File: config.mk
export PLATFORM = sky130hd
export DESIGN_NAME = ram_loader
export DESIGN_NICKNAME = d
export VERILOG_FILES = /design/src/rtl/sap1_pkg.sv /design/src/rtl/ram_loader.sv
export SDC_FILE = /design/constraint.sdc
export NUM_CORES = 1
export LEC_CHECK = 0
export ABC_AREA = 0
export BUFFER_PORTS_ARGS = -buffer_cell sky130_fd_sc_hd__clkbuf_2
export CELL_PAD_IN_SITES_DETAIL_PLACEMENT = 1
export CELL_PAD_IN_SITES_GLOBAL_PLACEMENT = 1
export CORE_MARGIN = 2
export CORE_UTILIZATION = 35
export DETAILED_ROUTE_END_ITERATION = 7
export PLACE_DENSITY_LB_ADDON = 0.25
export SETUP_SLACK_MARGIN = 0.3
export SLEW_MARGIN = 20
export SYNTH_ARGS = -nofsm -noshare
export SYNTH_HDL_FRONTEND = slang
export SYNTH_SLANG_ARGS = --single-unit
File: constraint.sdc
create_clock -name clk -period 5.2 [get_ports clk]
set_input_delay 0.26 -clock clk [delete_from_list [all_inputs] [get_ports clk]]
set_output_delay 0.26 -clock clk [all_outputs]
set_load 0.05 [all_outputs]
File: src/rtl/sap1_pkg.sv
// sap1_pkg: shared SAP-1 definitions (RAM geometry defaults and loader FSM encoding).
package sap1_pkg;
    localparam int SAP1_ADDR_W = 4;
    localparam int SAP1_DATA_W = 8;
    typedef enum logic [2:0] {IDLE, LOAD, WRITE, CHECK, DONE} loader_state_t;
endpackage

File: src/rtl/ram_loader.sv
// ram_loader: streams bytes into the SAP-1 RAM one word at a time, then verifies a trailing
// modulo-2^DATA_W checksum byte and releases the CPU only on a match.
module ram_loader
    import sap1_pkg::*;
#(
    parameter int ADDR_W = SAP1_ADDR_W,
    parameter int DATA_W = SAP1_DATA_W
) (
    input  logic              clk,
    input  logic              clr_n,
    input  logic              start,
    input  logic              byte_valid,
    input  logic [DATA_W-1:0] byte_data,
    output logic              byte_ready,
    input  logic [ADDR_W-1:0] cpu_address,
    output logic              ram_write_enable,
    output logic [ADDR_W-1:0] ram_address,
    output logic [DATA_W-1:0] ram_data_in,
    output logic              busy,
    output logic              done,
    output logic              error,
    output logic              cpu_run
);
    loader_state_t state, next;
    logic [ADDR_W-1:0] count;
    logic [DATA_W-1:0] sum;
    logic last;

    assign last = count == {ADDR_W{1'b1}};
    assign byte_ready = state == LOAD || state == CHECK;
    assign ram_address = (state == IDLE || state == DONE) ? cpu_address : count;

    always_comb begin
        next = state;
        case (state)
            IDLE, DONE: next = start ? LOAD : state;
            LOAD:       next = byte_valid ? WRITE : LOAD;
            WRITE:      next = last ? CHECK : LOAD;
            CHECK:      next = byte_valid ? DONE : CHECK;
            default:    next = IDLE;
        endcase
    end

    always_ff @(posedge clk or negedge clr_n) begin
        if (!clr_n)
            state <= IDLE;
        else
            state <= next;
    end

    // Strobes are registered from the next state so they line up exactly with the state they flag.
    always_ff @(posedge clk or negedge clr_n) begin
        if (!clr_n) begin
            count            <= '0;
            sum              <= '0;
            ram_data_in      <= '0;
            ram_write_enable <= 1'b0;
            busy             <= 1'b0;
            done             <= 1'b0;
            error            <= 1'b0;
            cpu_run          <= 1'b0;
        end else begin
            ram_write_enable <= next == WRITE;
            busy             <= next == LOAD || next == WRITE || next == CHECK;
            case (state)
                IDLE, DONE: if (start) begin
                    count   <= '0;
                    sum     <= '0;
                    done    <= 1'b0;
                    error   <= 1'b0;
                    cpu_run <= 1'b0;
                end
                LOAD: if (byte_valid) ram_data_in <= byte_data;
                WRITE: begin
                    sum <= sum + ram_data_in;
                    if (!last) count <= count + 1'b1;
                end
                CHECK: if (byte_valid) begin
                    done    <= 1'b1;
                    error   <= byte_data != sum;
                    cpu_run <= byte_data == sum;
                end
                default: ;
            endcase
        end
    end
endmodule

==> results by group <==
Status
  • Outcome: finished clean

Routing
  • Vias per inst: 5.42
  • Residual DRC: 0
  • Initial drt markers: 35
  • ANT nets after route: 0
  • WL/cell: 16.3 um
  • DRT Pass-1 Iters: 4
  • Via count: 1291
  • Final WL: 3870 um

Setup path
  • CP max FO: 10
  • Worst path slowest cell: dfrtp_1
  • Crit path kind: reg2out
  • Worst path bufs/invs: 1
  • CP top delay family: flip-flops
  • Crit path cell chain: nor2_1 -> mux2_2 -> clkbuf_2
  • Worst EP arrival: 1940 ps
  • Crit end category: output pin
  • Worst endpoint required time: 4940 ps
  • Startpoint types: flip-flop
  • Max incr delay on CP: 560 ps

Timing
  • Final setup viols: 0
  • Slew Limit Fails: 0
  • Hold Fails Final Rpt: 0
  • Final Critical Period: 2200 ps
  • Least-Margin Pin Slew: 739 ps
  • Period Utilization, post-route: 0.422
  • Worst slew margin: 0.507
  • RSZ-0062 raised after global routing: false
  • Worst Clk Skew: 2.00 ps
  • Final setup TNS: 0 ps
  • FMAX: 455 MHz
  • Hold Slack: 33.2 ps
  • Final setup margin: 3000 ps

Synthesis
  • Area contributors post-synth: dfrtp_1 44%, ha_1 6.2%, xnor2_1 6.0%, mux2_1 5.6%, nand2_1 4.4%
  • Area fraction of the dominant cell type after synthesis: 0.437
  • Seq/Total Area, Yosys: 0.437
  • Warnings, synthesis: 0
  • Yosys top cell by area: dfrtp_1
  • FF+latch count, synth: 28
  • Most frequent cells after synthesis: 28 x dfrtp_1, 19 x nand2_1, 11 x xnor2_1
  • Mapped Area: 1600 sq um
  • Syn_nets: 177
  • Top_reg_cell synth: dfrtp_1
  • Post-synth cell types: 39
  • Syn Inst Count: 152
  • Top-count cell post-synth: dfrtp_1
  • Synthesized area per cell: 10.6 sq um
  • Post-synth EDFFs: 0
  • Ys async rst share: 1.00

Power
  • Clock power share: 0.091
  • Sequential power share: 0.309
  • Int Power: 612 uW
  • Maximum vdd drop: 0.324 mV
  • Combinational power share: 0.600
  • Leak: 0.000870 uW
  • Switch Pwr: 689 uW
  • Pwr Density: 700 nW/um^2
  • Switching share of power: 0.529

Placement
  • Hpwl dp: 3000 um
  • Placed cells: 235
  • PortBufs: 33
  • Worst slack at placement: 3230 ps
  • Placement Cell Area: 1820 sq um
  • GP Congestion: 0.854

Floorplanning
  • Starting Density: 0.366
  • Die Span X: 71.7 um
  • IO Pins: 34
  • Full die area: 5140 sq um
  • Die span in y: 71.7 um
  • Core ar.: 4380 sq um
  • Cell row count: 24

Global routing
  • Initial antenna violation count: 0
  • First-pass GRT wire length: 6760 um
  • Largest net degree at the start of global routing: 29
  • Vias in the first global route: 1419
  • GRT Overall Usage: 0.166
  • Overflow after GRT: 0

Clock tree
  • Resized Gates After CTS: 0
  • Bufs on Longest Clock Path: 2
  • # H-tree levels: 1
  • CTS Buf Count: 3
  • Worst-Skew Late Latency: 270 ps
  • CTS hold repair buffers: 0
  • CTS tree: built
  • Reg clk slew, reported paths: 90 ps
  • CTS root buf: clkbuf_8
  • Setup Buffers After CTS: 0
  • Sink Count: 28

Min path
  • Hold Path Class: in2async

Run
  • Max Cap Viol: 0

Cells and area
  • Final Instance Count excl. Fillers: 238
  • Share of layout cells above drive strength 1: 0.263
  • P&R area growth vs syn: 15.9%
  • Nets: 213
  • Final Cell Area: 1860 sq um
  • # diodes: 0
-- sequential cells by signal (all words and copies together), names as in the netlist --
| name | cells |
|---|---|
| ram_write_enable | 1 |
| state | 3 |
| done | 1 |
| ram_data_in | 8 |
| sum | 8 |
| cpu_run | 1 |
| count | 4 |
| busy | 1 |
| error | 1 |
-- path summary, 6_finish.rpt --
kind | startpoint | to | slack (ps) | depth (start not counted)
max in group asynchronous | clr_n | sum[0]$_DFFE_PN0P_ | 4700 | 1
min in group clk | start | count[2]$_DFFE_PN0P_ | 220 | 2
setup / recovery | state[1]$_DFF_PN0_ | ram_address[0] | 3000 | 3
setup reg to reg | sum[0]$_DFFE_PN0P_ | sum[6]$_DFFE_PN0P_ | 3170 | 8
hold / removal | clr_n | busy$_DFF_PN0_ | 30 | 1
hold reg to reg | done$_DFFE_PN0P_ | done$_DFFE_PN0P_ | 490 | 2
-- routing by layer --
layer  wire (um)  up-vias  GRT usage
li1            -      613          -
met2        2000       28      0.291
met1        1740      644      0.216
met5           0        -          0
met3         100        6     0.0225
met4          36        0     0.0440
-- cells in the final DEF (no fill, tap or decap), types with 2 or more instances in the layout --
cell type,count
o21ai_0,8
nor2_1,6
clkbuf_2,33
nand2b_1,2
clkbuf_8,3
dfrtp_1,28
a21oi_1,6
or3_1,4
xnor2_1,11
xor2_1,3
o31ai_1,4
nand2_1,19
nand3_1,7
nand4_1,3
a21o_1,3
inv_1,5
mux2_1,8
mux2_2,4
inv_2,2
ha_1,8
-- power by group through the flow --
stage,logic [uW],clock network [uW],registers [uW]
3_3_place_gp,758,0,396
3_5_place_dp,786,0,406
4_1_cts,790,124,402
6_report,781,118,402
5_1_grt,853,133,417
2_1_floorplan,471,0,535
-- cells by family after synthesis --
group           synth area share
compound gates             0.135
mux                       0.0842
flops                      0.437
buf+inv                   0.0265
fa+ha+maj                 0.0749
xor+xnor                  0.0764
simple gates               0.166
-- final cells by class --
cell class / count / area (sq um)
Clock buffer: 3 / 41.3
Fill cell: 517 / 2520
Inverter: 7 / 26.3
Multi-Input combinational cell: 115 / 861
Sequential cell: 28 / 701
Tap cell: 52 / 65.1
Timing Repair Buffer: 33 / 165
-- through the flow --
step / utilization / power (uW)
after global routing: 0.424 / 1400
after CTS: 0.424 / 1320
after detailed placement: 0.415 / 1190
after floorplan: - / 1010
final: 0.424 / 1300
after global placement: 0.415 / 1150
Note: power is estimated with default switching activity, not from simulation.
